File: src/rtl/ifetch_if.sv
// Fetch sequencer bundle: memory read port, redirect request and decode handoff.
// Latency: n/a (wires only).
// Backpressure: inst_ready from decode; the memory side never stalls.
interface ifetch_if;
  logic        start;
  logic [31:0] imem_addr;
  logic        imem_rd;
  logic [31:0] imem_data;
  logic        redirect;
  logic [31:0] redirect_pc;
  logic        inst_valid;
  logic [31:0] inst;
  logic [31:0] inst_pc;
  logic        inst_ready;
  logic [15:0] stall_cnt;

  modport master (
    input  start, imem_data, redirect, redirect_pc, inst_ready,
    output imem_addr, imem_rd, inst_valid, inst, inst_pc, stall_cnt
  );

  modport slave (
    output start, imem_data, redirect, redirect_pc, inst_ready,
    input  imem_addr, imem_rd, inst_valid, inst, inst_pc, stall_cnt
  );
endinterface

File: src/rtl/ifetch_ctrl.sv
// Fetch sequencer: owns the PC, reads sequential words into a DEPTH-entry prefetch FIFO.
// Latency: a word read in cycle N is at the FIFO head in cycle N+1; redirect refetches next cycle.
// Backpressure: inst_ready low fills the FIFO, then reads stop (FULL) until a pop. Option: IFETCH_PERF_EN.
module ifetch_ctrl #(
  parameter int          DEPTH    = 4,
  parameter logic [31:0] RESET_PC = 32'h0
) (
  input  logic     clk,
  input  logic     rst_n,
  ifetch_if.master bus
);

  localparam int AW = $clog2(DEPTH);
  localparam logic [AW:0] FULL_CNT = (AW+1)'(DEPTH);

  typedef enum logic [1:0] {IDLE, FETCH, FULL} state_t;

  state_t        state_q, state_d;
  logic [31:0]   pc_q, pc_d;
  logic [AW:0]   count_q, count_d;
  logic [AW-1:0] wr_ptr_q, wr_ptr_d;
  logic [AW-1:0] rd_ptr_q, rd_ptr_d;
  logic [31:0]   fifo_inst_q [DEPTH];
  logic [31:0]   fifo_pc_q   [DEPTH];

  logic        not_empty;
  logic        pop;
  logic        push;
  logic [31:0] redirect_word;

  // Head presentation and the read/pop handshake decisions.
  always_comb begin
    not_empty     = (count_q != '0);
    pop           = not_empty & bus.inst_ready;
    push          = (state_q == FETCH) & ~bus.redirect & ((count_q < FULL_CNT) | pop);
    redirect_word = bus.redirect_pc & 32'hFFFF_FFFC;
  end

  assign bus.imem_addr  = pc_q;
  assign bus.imem_rd    = push;
  assign bus.inst_valid = not_empty;
  assign bus.inst       = not_empty ? fifo_inst_q[rd_ptr_q] : 32'h0;
  assign bus.inst_pc    = not_empty ? fifo_pc_q[rd_ptr_q]   : 32'h0;

  // Next-state: FSM, PC, and FIFO pointers; redirect flushes and outranks push/pop.
  always_comb begin
    state_d  = state_q;
    pc_d     = pc_q;
    count_d  = count_q;
    wr_ptr_d = wr_ptr_q;
    rd_ptr_d = rd_ptr_q;
    case (state_q)
      IDLE: begin
        if (bus.redirect) pc_d = redirect_word;
        if (bus.start)    state_d = FETCH;
      end
      default: begin
        if (bus.redirect) begin
          state_d  = FETCH;
          pc_d     = redirect_word;
          count_d  = '0;
          wr_ptr_d = '0;
          rd_ptr_d = '0;
        end else begin
          if (push) begin
            wr_ptr_d = wr_ptr_q + AW'(1);
            pc_d     = pc_q + 32'd4;
          end
          if (pop) rd_ptr_d = rd_ptr_q + AW'(1);
          case ({push, pop})
            2'b10:   count_d = count_q + (AW+1)'(1);
            2'b01:   count_d = count_q - (AW+1)'(1);
            default: count_d = count_q;
          endcase
          if (state_q == FULL && pop)                     state_d = FETCH;
          else if (state_q == FETCH && count_d == FULL_CNT) state_d = FULL;
        end
      end
    endcase
  end

  // Control state register with synchronous reset; queued entries are dropped on reset.
  always_ff @(posedge clk) begin
    if (!rst_n) begin
      state_q  <= IDLE;
      pc_q     <= RESET_PC;
      count_q  <= '0;
      wr_ptr_q <= '0;
      rd_ptr_q <= '0;
    end else begin
      state_q  <= state_d;
      pc_q     <= pc_d;
      count_q  <= count_d;
      wr_ptr_q <= wr_ptr_d;
      rd_ptr_q <= rd_ptr_d;
    end
  end

  // FIFO storage needs no reset: outputs are masked while the count is zero.
  always_ff @(posedge clk) begin
    if (push) begin
      fifo_inst_q[wr_ptr_q] <= bus.imem_data;
      fifo_pc_q[wr_ptr_q]   <= pc_q;
    end
  end

`ifdef IFETCH_PERF_EN
  logic [15:0] stall_q, stall_d;

  // Stall counter: FULL cycles and active redirects, saturating.
  always_comb begin
    stall_d = stall_q;
    if ((state_q == FULL || (bus.redirect && state_q != IDLE)) && stall_q != 16'hFFFF)
      stall_d = stall_q + 16'd1;
  end

  // Stall counter register, cleared only by reset.
  always_ff @(posedge clk) begin
    if (!rst_n) stall_q <= 16'h0;
    else        stall_q <= stall_d;
  end

  assign bus.stall_cnt = stall_q;
`else
  assign bus.stall_cnt = 16'h0000;
`endif

endmodule

File: src/flat_wrapper.sv
// flat-port wrapper written by rule: the top's interface ports become plain ports
module ifetch_ctrl_flat 
#(
  parameter int          DEPTH    = 4,
  parameter logic [31:0] RESET_PC = 32'h0
)
  (clk, rst_n, bus_start, bus_imem_data, bus_redirect, bus_redirect_pc, bus_inst_ready, bus_imem_addr, bus_imem_rd, bus_inst_valid, bus_inst, bus_inst_pc, bus_stall_cnt);
  ifetch_if bus_i ();
  input  logic clk;
  input  logic rst_n;
  input wire logic [$bits(bus_i.start)-1:0] bus_start;
  input wire logic [$bits(bus_i.imem_data)-1:0] bus_imem_data;
  input wire logic [$bits(bus_i.redirect)-1:0] bus_redirect;
  input wire logic [$bits(bus_i.redirect_pc)-1:0] bus_redirect_pc;
  input wire logic [$bits(bus_i.inst_ready)-1:0] bus_inst_ready;
  output wire logic [$bits(bus_i.imem_addr)-1:0] bus_imem_addr;
  output wire logic [$bits(bus_i.imem_rd)-1:0] bus_imem_rd;
  output wire logic [$bits(bus_i.inst_valid)-1:0] bus_inst_valid;
  output wire logic [$bits(bus_i.inst)-1:0] bus_inst;
  output wire logic [$bits(bus_i.inst_pc)-1:0] bus_inst_pc;
  output wire logic [$bits(bus_i.stall_cnt)-1:0] bus_stall_cnt;
  assign bus_i.start = bus_start;
  assign bus_i.imem_data = bus_imem_data;
  assign bus_i.redirect = bus_redirect;
  assign bus_i.redirect_pc = bus_redirect_pc;
  assign bus_i.inst_ready = bus_inst_ready;
  assign bus_imem_addr = bus_i.imem_addr;
  assign bus_imem_rd = bus_i.imem_rd;
  assign bus_inst_valid = bus_i.inst_valid;
  assign bus_inst = bus_i.inst;
  assign bus_inst_pc = bus_i.inst_pc;
  assign bus_stall_cnt = bus_i.stall_cnt;
  ifetch_ctrl #(.DEPTH(DEPTH), .RESET_PC(RESET_PC)) u_core (.clk(clk), .rst_n(rst_n), .bus(bus_i));
endmodule
File: config.mk
export PLATFORM = sky130hd
export DESIGN_NAME = ifetch_ctrl_flat
export DESIGN_NICKNAME = d
export VERILOG_FILES = /design/src/rtl/ifetch_if.sv /design/src/rtl/ifetch_ctrl.sv /design/src/flat_wrapper.sv
export SDC_FILE = /design/constraint.sdc
export NUM_CORES = 1
export LEC_CHECK = 0
export CORE_MARGIN = 2
export CORE_UTILIZATION = 49
export DETAILED_ROUTE_END_ITERATION = 8
export GPL_ROUTABILITY_DRIVEN = 0
export PLACE_DENSITY = 0.8
export SYNTH_ARGS = -nofsm -noshare
export SYNTH_HDL_FRONTEND = slang
export SYNTH_SLANG_ARGS = --single-unit
File: constraint.sdc
create_clock -name clk -period 3.66 [get_ports clk]
set_input_delay 0.732 -clock clk [delete_from_list [all_inputs] [get_ports clk]]
set_output_delay 0.732 -clock clk [all_outputs]
set_load 0.01 [all_outputs]
== After elaboration in Yosys (flattened, before gate mapping) ==
Memory sizes are Yosys's and may differ from the RTL's. A register that Yosys moved wholly into a read port is not among the register bits.
Index checks and enable logic that the tools add are counted.
Word-level totals
  RAM bits: 256
  register bits after elaboration: 41
  bits in read-only memories: 0
  bits in latches: 0
  input bits: 69
  logic and storage cells: 62
  output and inout port bits: 114
  memories kept: 2
Cells by class
  reduce and logical (&&, ||, !) cells: 11
  $mul: 0
  $lt $le $gt $ge: 1
  bitwise gates (word level): 6
  shift operators: 0
  $add $sub $neg: 5
  equal/unequal tests: 7
  mux-type cells: 25
  div/mod/pow operators: 0
Memories
  u_core.fifo_inst_q: depth 4, bits a word 32, rd ports 1, clocked after memory_dff 1, write ports 1, line ifetch_ctrl.sv:23  | logic [31:0] fifo_inst_q [DEPTH];
  u_core.fifo_pc_q: depth 4, bits a word 32, rd ports 1, clocked after memory_dff 1, write ports 1, line ifetch_ctrl.sv:24  | logic [31:0] fifo_pc_q [DEPTH];
Operator list (count)
  32-bit two-way mux: 6
  32-bit by 3-bit adder with 32-bit output (second input constant): 1
  2-bit two-way mux: 13
  3-bit two-way mux: 3
  2-bit AND reduction: 4
  3-bit one-hot mux with 2 select lines: 1
  2-bit by 1-bit adder with 2-bit output (second input constant): 2
  2-bit by 1-bit == test with 1-bit output (second input constant): 2
  2-bit == test (second input constant): 2
  2-bit != test (second input constant): 2
  2-bit nonzero test: 2
  4-bit nonzero test: 1
  3-bit by 1-bit adder with 3-bit output (second input constant): 1
  1-bit AND: 3
  3-bit == test (second input constant): 1
  3-bit less-than comparator (second input constant): 1
  3-bit nonzero test: 1
  3-bit by 1-bit subtractor with 3-bit output (second input constant): 1
  1-bit logical AND: 2
  2-bit zero test: 1
  1-bit two-way mux: 2
  1-bit inverter: 2
  1-bit OR: 1

== Logic depth before layout (Yosys ltp) ==
Gate-level depths: netlist of run 1.
  depth in word-level cells: 14
  gate-level depth with buffers: 12
  mapped depth without buffers: 11

== Least setup slack after synthesis of run 1 ==
Ideal clock, no wire load.
  path type: in2reg
  start point: in bus_inst_ready
  end point: mem u_core.fifo_inst_q[1][0], enable pin
  path slack: 140 ps
  arrival: 3093 ps
  library setup time: 427 ps
  stages: 5
  required time: 3233 ps
  buffers on the path: 2
  path through: nor2b_1 > o21ai_0 > clkbuf_1 > clkbuf_1 > and3_1
On the way
  longest elaborated chain between the ends: 5
Ends and longest elaborated chain
  start: declaration: line flat_wrapper.sv:15  | input wire logic [$bits(bus_i.inst_ready)-1:0] bus_inst_ready;
  1-bit AND: line ifetch_ctrl.sv:34  | pop = not_empty & bus.inst_ready;
  1-bit OR: line ifetch_ctrl.sv:35  | push = (state_q == FETCH) & ~bus.redirect & ((count_q < FULL_CNT) | pop);
  1-bit AND: line ifetch_ctrl.sv:35
  1-bit two-way mux: line ifetch_ctrl.sv:101  | if (push) begin
  1-bit two-way mux (not written as such): line ifetch_ctrl.sv:102  | fifo_inst_q[wr_ptr_q] <= bus.imem_data;
  end: declaration: line ifetch_ctrl.sv:23
No other way between the ends.

==> qor_table.md, run 1 <==
| Step | Quantity | Reported |
|---|---|---|
| pwr | Worst-case vdd ir drop | 0.3273 mV |
| routing | Residual DRC count | 0 |
| cells and area | Commonest non-fill, non-tap cell in the layout | sky130_fd_sc_hd__edfxtp_1 |
| cells and area | Number of fillers in the final layout | 1721 |
| routing | First drt pass iteration count | 5 |
| sta | Clock period minus worst slack | 3.375 ns |
| clock tree | Clock transition at the registers of the reported paths | 0.06 ns |
| placement | Number of input and output port buffers inserted | 160 |
| die | Count of boundary I/O pins | 183 |
| sta | Crit path setup slack, layout | 0.2855 ns |
| global route | Congestion Overflow GR | 0 |
| critical path | Maximum cell stage delay along the critical path | 0.62 ns |
| cells and area | Synth-to-Final Area Change | 25.65% |
| sta | Period utilization | 0.9220 |
| global route | First-pass GRT wire length | 40280 µm |
| clock tree | Number of CTS-inserted buffers | 29 |
| sta | Final Hold Viols | 0 |
| routing | Remaining antenna violation count | 0 |
| worst hold path | Hold crit path type | reg2reg |
| sta | Setup repair after global routing missed its margin | no |
| die | Horizontal die dimension | 160.2 µm |
| clock tree | CTS-repair resized insts | 0 |
| synth | Number of flops mapped to enable cells by yosys | 248 |
| pwr | Power density relative to cell area | 463.5 nW/µm² |
| global route | Number of global-route vias before repair | 7064 |
| synth | Sequential share of the synthesized area | 0.6912 |
| cells and area | Antenna cell count | 0 |
| routing | Routed Wire Length | 26260 µm |
| routing | Total via count in the routed design | 7187 |
| die | Starting Density | 0.4947 |
| cells and area | Net count reported at finish | 1000 |
| critical path | Critical path, cell by cell | buf_4 > mux4_2 > and2_1 > clkdlybuf4s50_1 |
| sta | Actual transition at the worst max-transition pin | 0.5313 ns |
| critical path | Sort of element at the start of the critical path | flop |
| critical path | Required time of the critical path | 2.93 ns |
| synth | Cell Area, Synth | 11960 µm² |
| sta | Relative max-transition margin | 0.6445 |
| clock tree | Source-to-sink clock delay at the later pin of the worst-skew pair | 0.54 ns |
| synth | Most instantiated flip-flop cell in the synthesis netlist | sky130_fd_sc_hd__edfxtp_1 |
| run | Count of max-cap constraint violations | 0 |
| synth | Number of flip-flops and latches in the synthesized netlist | 289 |
| synth | Synth top area share | 0.6226 |
| synth | Cell type with the largest total area after synthesis | sky130_fd_sc_hd__edfxtp_1 |
| pwr | P_leak | 4.892 nW |
| clock tree | Number of sinks on the clock net | 289 |
| cells and area | Share of cells above drive strength 1 | 0.1584 |
| clock tree | Master cell of the clock root buffer | sky130_fd_sc_hd__clkbuf_16 |
| synth | Share of flip-flops with an asynchronous set or reset | 0 |
| critical path | Count of buffer and inverter cells on the critical path | 2 |
| global route | Aggregate global-route resource usage | 0.2023 |
| routing | Count of routing violations after the opening detailed-route iteration | 680 |
| synth | Largest cells by area after synthesis | sky130_fd_sc_hd__edfxtp_1 62%, sky130_fd_sc_hd__mux4_2 12%, sky130_fd_sc_hd__dfxtp_1 6.9%, sky130_fd_sc_hd__and2_1 3.5%, sky130_fd_sc_hd__buf_4 1.4% |
| die | Number of placement rows | 57 |
| sta | TNS Setup | 0 ns |
| synth | Post-Synthesis Mean Instance Area | 16.08 µm² |
| clock tree | Clock tree from TritonCTS | yes |
| outcome | Result of the run | finished clean |
| sta | Setup skew after layout | 0.01286 ns |
| die | Core outline area | 24180 µm² |
| global route | Pin count of the biggest net entering global routing | 64 |
| placement | Worst-case setup slack after placement | 0.3482 ns |
| synth | Syn Inst Count | 744 |
| routing | Via count normalized by instance count | 5.655 |
| critical path | Crit path max-delay family | buffers and inverters |
| sta | Final setup violating endpoints | 0 |
| cells and area | Commonest non-fill, non-tap cells in the layout | 248 x sky130_fd_sc_hd__edfxtp_1, 160 x sky130_fd_sc_hd__clkdlybuf4s50_1, 66 x sky130_fd_sc_hd__and2_1 |
| routing | Routed length per instance | 20.66 µm |
| critical path | Worst-path fanout max | 20 |
| sta | Max Clock Freq | 0.2963 GHz |
| critical path | Crit Path Category | reg2out |
| clock tree | Number of hold-repair buffers added at the cts stage | 0 |
| clock tree | Number of H-tree levels | 1 |
| clock tree | Max Root-Sink Buffers | 3 |
| critical path | Endpoint class of the critical path | output pin |
| global route | Number of antenna violations at the first check in global routing | 0 |
| placement | HPWL reported at the end of detailed placement | 17030 µm |
| sta | Count of pins over their slew limit | 0 |
| synth | Yosys warnings | 0 |
| critical path | Cell with the biggest individual delay on the critical path | sky130_fd_sc_hd__dfxtp_4 |
| die | Height of the die | 160.2 µm |
| synth | Unique cell type count in the Yosys netlist | 58 |
| critical path | Critical path data arrival time | 2.64 ns |
| die | Area of the die | 25680 µm² |
| clock tree | Number of buffers inserted by post-CTS setup repair | 0 |
## registers in the layout (all words and copies together), names as in the netlist, named ones only
signal / flops
u_core.wr_ptr_q: 2
u_core.fifo_pc_q: 120
u_core.state_q: 2
u_core.count_q: 3
u_core.fifo_inst_q: 128
u_core.rd_ptr_q: 2
u_core.bus.imem_addr: 30
## per-stage QoR
step	util	hold WS (ns)	std cells	total power, mW	cell area, µm²
after floorplan	-	0.4502	763	3.932	12030
after global placement	0.5835	0.4625	1217	4.140	14110
after detailed placement	0.5835	0.4720	1217	4.152	14110
after CTS	0.6216	0.4859	1271	7.018	15030
after global routing	0.6216	0.5229	1271	7.188	15030
final	0.6216	0.4861	1271	6.966	15030
## layout make-up
type | count | area [µm²] | share of cell area
inverter | 11 | 41.29 | 0.002747
tap | 324 | 405.4 | 0.02697
clock inverter | 13 | 142.6 | 0.009491
clock buffer | 41 | 780.7 | 0.05195
timing repair buffer | 190 | 1952 | 0.1299
sequential | 289 | 8275 | 0.5506
multi-input combinational | 403 | 3432 | 0.2284
## where the power goes
part | switching [mW] | total (mW) | internal (mW)
Combinational | 0.184 | 0.374 | 0.190
Clock | 1.19 | 2.88 | 1.69
Sequential | 0.0725 | 3.71 | 3.64
Total | 1.44 | 6.97 | 5.52
## layer usage
layer | vias to the layer above | routed length, µm | part of all wire | global-route usage
li1 | 3257 | - | - | -
met1 | 3574 | 10710 | 0.41 | 0.2782
met2 | 317 | 13070 | 0.50 | 0.3390
met3 | 39 | 2033 | 0.077 | 0.03688
met4 | 0 | 452 | 0.017 | 0.04914
met5 | - | 0 | 0 | 0
## final timing paths
path                 startpoint                 to  slack (ns)  cells after the start
max reg2reg   u_core.state_q[1]  u_core.state_q[0]        0.90                     11
max                        flop     bus_inst_pc[2]        0.29                      4
min          u_core.rd_ptr_q[0]               flop        0.49                      1
min reg2reg  u_core.rd_ptr_q[0]               flop        0.49                      1
## synth_stat cells (4+ instances only)
master                     count
sky130_fd_sc_hd__a311oi_1      5
sky130_fd_sc_hd__mux4_2       62
sky130_fd_sc_hd__nor2_1       26
sky130_fd_sc_hd__nand2_1      42
sky130_fd_sc_hd__buf_2         7
sky130_fd_sc_hd__and2_1       66
sky130_fd_sc_hd__nand4_1      10
sky130_fd_sc_hd__o22ai_1       4
sky130_fd_sc_hd__edfxtp_1    248
sky130_fd_sc_hd__and3_1        8
sky130_fd_sc_hd__a211oi_1      7
sky130_fd_sc_hd__a21oi_1      24
sky130_fd_sc_hd__inv_1        10
sky130_fd_sc_hd__nand3_1      18
sky130_fd_sc_hd__buf_4        22
sky130_fd_sc_hd__ha_1          6
sky130_fd_sc_hd__o311ai_0      4
sky130_fd_sc_hd__o21ai_0      26
sky130_fd_sc_hd__clkbuf_1     29
sky130_fd_sc_hd__dfxtp_1      41
sky130_fd_sc_hd__or3_1         5
sky130_fd_sc_hd__nor3_1       10
sky130_fd_sc_hd__a31oi_1       4
## logic make-up after synthesis
group	after synthesis	synth area share
AO/OA/AOI/OAI	100	0.05460
buffers and inverters	71	0.02992
adder cells (fa/ha/maj)	7	0.007950
XOR/XNOR	3	0.002197
AND/OR/NAND/NOR	208	0.09456
flip-flops	289	0.6912
other	1	0.0003135
multiplexers	65	0.1192
Power figures use the tool's default switching activity.
==> inputs of run 2 (changes only) <==
--- a/config.mk
+++ b/config.mk
@@ -12,2 +12,3 @@
 export PLACE_DENSITY = 0.8
+export SLEW_MARGIN = 10
 export SYNTH_ARGS = -nofsm -noshare
--- a/constraint.sdc
+++ b/constraint.sdc
@@ -3,2 +3,2 @@
 set_output_delay 0.732 -clock clk [all_outputs]
-set_load 0.01 [all_outputs]
+set_load 0.05 [all_outputs]
==> run 2 against run 1 <==
Clock-buffer cell count shrank 8. Die area unchanged. Sequential cell count unchanged. Combinational power up 33%. Non-clock buffer count is 4 lower. Clock power grew 4%. Design area is 0.14% higher. Cell count fell by 0.39%. Worst hold slack gained 0.017 ns. Sequential power hardly changed. Clock skew increased by 0.0029 ns. Critical path type unchanged. Critical endpoint is now bus_inst_pc[19]. Largest cell class unchanged. Largest power group unchanged. Highest routed layer unchanged.
==> qor_table.md, run 2 (synthesis results as in run 1) <==
| Step | Quantity | Reported | vs previous |
|---|---|---|---|
| sta | Crit path setup slack, layout | 0.1116 ns | -0.1739 ns |
| critical path | R2R Path Start | u_core.count_q[2] |  |
| cells and area | Final design utilization | 0.6225 | +0.0008790 |
| critical path | Endpoint of the worst-slack reg-to-reg timing path | u_core.state_q[0] |  |
| critical path | CP Capture Point | bus_inst_pc[19] |  |
| clock tree | Number of hold-repair buffers added at the cts stage | 0 | unchanged |
| critical path | Flop-to-flop setup slack | 0.85 ns | -0.05 ns |
| global route | Met1 Resource Use GR | 0.2841 | +0.005920 |
| placement | Number of input and output port buffers inserted | 160 | unchanged |
| global route | First-pass GRT wire length | 40220 µm | -0.14% |
| routing | Residual DRC count | 0 | unchanged |
| sta | TNS Setup | 0 ns | unchanged |
| critical path | Worst-path fanout max | 44 | +120% |
| critical path | Launch point of the critical path | u_core.count_q[2] |  |
| critical path | Length in cells of the worst reg-to-reg path | 11 | unchanged |
| die | Core outline area | 24180 µm² | unchanged |
| placement | Cells after DPL | 1213 | -0.33% |
| cells and area | Largest register by flop count | u_core.fifo_inst_q |  |
| worst hold path | Hold crit path type | reg2reg |  |
| die | Count of boundary I/O pins | 183 | unchanged |
| clock tree | Clock tree from TritonCTS | yes |  |
| clock tree | Source-to-sink clock delay at the later pin of the worst-skew pair | 0.54 ns | about the same |
| global route | Met2 capacity usage during global routing | 0.3351 | -0.003935 |
| sta | Setup repair after global routing missed its margin | no |  |
| sta | Final Hold Viols | 0 | unchanged |
| sta | Final setup violating endpoints | 0 | unchanged |
| die | Number of placement rows | 57 | unchanged |
| sta | Period utilization | 0.9695 | +0.04751 |
| sta | Minimum hold slack | 0.5035 ns | +0.01738 ns |
| clock tree | Number of CTS-inserted buffers | 29 | unchanged |
| sta | Setup skew after layout | 0.01573 ns | +0.002863 ns |
| critical path | Critical path data arrival time | 2.82 ns | +0.18 ns |
| global route | Met3 Use GR | 0.02857 | -0.008312 |
| die | Area of the die | 25680 µm² | unchanged |
| cells and area | Antenna cell count | 0 | unchanged |
| die | Height of the die | 160.2 µm | unchanged |
| cells and area | Flip-flop count of the largest register after layout | 128 | unchanged |
| critical path | Required time of the critical path | 2.93 ns | about the same |
| global route | Number of antenna violations at the first check in global routing | 0 | unchanged |
| critical path | Sort of element at the start of the critical path | flop |  |
| cells and area | Commonest non-fill, non-tap cells in the layout | 248 x sky130_fd_sc_hd__edfxtp_1, 159 x sky130_fd_sc_hd__clkdlybuf4s50_1, 66 x sky130_fd_sc_hd__and2_1 |  |
| global route | Number of global-route vias before repair | 7049 | -0.21% |
| routing | First drt pass iteration count | 6 | +1 |
| global route | Aggregate global-route resource usage | 0.2011 | -0.001212 |
| cells and area | Net count reported at finish | 996 | -0.40% |
| pwr | Power density relative to cell area | 479.3 nW/µm² | +3.4% |
| clock tree | Master cell of the clock root buffer | sky130_fd_sc_hd__clkbuf_16 |  |
| cells and area | Commonest non-fill, non-tap cell in the layout | sky130_fd_sc_hd__edfxtp_1 |  |
| clock tree | Max Root-Sink Buffers | 3 | unchanged |
| global route | Congestion Overflow GR | 0 | unchanged |
| clock tree | Clock transition at the registers of the reported paths | 0.07 ns | about the same |
| clock tree | Number of sinks on the clock net | 289 | unchanged |
| clock tree | Number of H-tree levels | 1 | unchanged |
| routing | Routed length per instance | 20.53 µm | -0.62% |
| routing | Total via count in the routed design | 7217 | +0.42% |
| sta | Relative max-transition margin | 0.5989 | -0.04562 |
| placement | Worst-case setup slack after placement | 0.2074 ns | -0.1407 ns |
| sta | Actual transition at the worst max-transition pin | 0.5998 ns | +0.06851 ns |
| routing | Via count normalized by instance count | 5.701 | +0.81% |
| sta | Count of pins over their slew limit | 0 | unchanged |
| clock tree | CTS-repair resized insts | 0 | unchanged |
| run | Count of max-cap constraint violations | 0 | unchanged |
| cells and area | Number of non-filler instances in the completed layout | 1266 | -0.39% |
| cells and area | Synth-to-Final Area Change | 25.83% |  |
| routing | Remaining antenna violation count | 0 | unchanged |
| global route | Pin count of the biggest net entering global routing | 45 | -30% |
| die | Starting Density | 0.4947 | unchanged |
| pwr | Worst-case vdd ir drop | 0.2739 mV | -16% |
| routing | Count of routing violations after the opening detailed-route iteration | 796 | +17% |
| critical path | Crit Path Category | reg2out |  |
| outcome | Result of the run | finished clean |  |
| sta | Clock period minus worst slack | 3.548 ns | +0.1739 ns |
| cells and area | Number of fillers in the final layout | 1731 | +0.58% |
| clock tree | Number of buffers inserted by post-CTS setup repair | 0 | unchanged |
| pwr | P_leak | 4.900 nW | +0.18% |
| cells and area | Share of cells above drive strength 1 | 0.1614 | +0.002964 |
| die | Horizontal die dimension | 160.2 µm | unchanged |
| sta | Max Clock Freq | 0.2818 GHz | -4.9% |
| placement | HPWL reported at the end of detailed placement | 16680 µm | -2.0% |
| global route | Busiest layer in global routing | met2 |  |
| routing | Routed Wire Length | 26000 µm | -1.0% |
| critical path | Endpoint class of the critical path | output pin |  |
-- run 2: cell types whose count changed in the layout (fill, tap and decap cells not counted) --
cell	before	now
sky130_fd_sc_hd__clkdlybuf4s50_1	160	159
sky130_fd_sc_hd__buf_4	20	17
sky130_fd_sc_hd__clkbuf_1	11	4
sky130_fd_sc_hd__clkinvlp_2	0	1
sky130_fd_sc_hd__clkbuf_8	1	0
sky130_fd_sc_hd__clkinv_1	4	5
sky130_fd_sc_hd__inv_8	0	1
sky130_fd_sc_hd__clkinv_2	5	6
sky130_fd_sc_hd__bufinv_16	3	5
sky130_fd_sc_hd__clkinv_4	0	1
-- run 2: layer usage --
| metal | share of wire | wire length (µm) | vias up |
|---|---|---|---|
| met4 | 0.020 | 526 | 0 |
| met1 | 0.42 | 10870 | 3593 |
| met5 | 0 | 0 | - |
| met3 | 0.069 | 1797 | 44 |
| li1 | - | - | 3241 |
| met2 | 0.49 | 12810 | 339 |
-- run 2: worst min path at each step --
| stage | slack [ns] | to | startpoint | cells past startpoint |
|---|---|---|---|---|
| floorplan | 0.45 | flop | u_core.rd_ptr_q[0] | 1 |
| global placement | 0.46 | flop | u_core.rd_ptr_q[0] | 1 |
| detailed placement | 0.47 | flop | u_core.rd_ptr_q[0] | 1 |
| CTS | 0.49 | flop | u_core.rd_ptr_q[0] | 1 |
| global route | 0.53 | flop | u_core.rd_ptr_q[0] | 1 |
| finish | 0.50 | flop | u_core.rd_ptr_q[0] | 1 |
-- run 2: metrics by stage --
stage / power, mW / cell area (µm²)
global placement: 4.267 / 14070
finish: 7.213 / 15050
CTS: 7.262 / 15050
detailed placement: 4.278 / 14070
floorplan: 4.062 / 12030
global route: 7.413 / 15050
-- run 2: cell type report --
type / instances / area (µm²) / share of cell area
clock buffer: 33 / 740.7 / 0.04921
sequential: 289 / 8275 / 0.5498
inverter: 11 / 41.29 / 0.002743
multi-input combinational: 403 / 3432 / 0.2280
tap: 324 / 405.4 / 0.02693
clock inverter: 20 / 236.5 / 0.01571
timing repair buffer: 186 / 1919 / 0.1275
-- run 2: critical path, cell delays in order, from the launching register on --
cell	delay, ns
sky130_fd_sc_hd__dfxtp_1	0.37
sky130_fd_sc_hd__or3_2	0.75
sky130_fd_sc_hd__buf_12	0.27
sky130_fd_sc_hd__and2_1	0.15
sky130_fd_sc_hd__clkdlybuf4s50_1	0.73
-- run 2: power breakdown --
part           internal (mW)  total [mW]  switching, mW
Clock                   1.81        3.00           1.19
Combinational          0.188       0.496          0.308
Sequential              3.64        3.72         0.0766
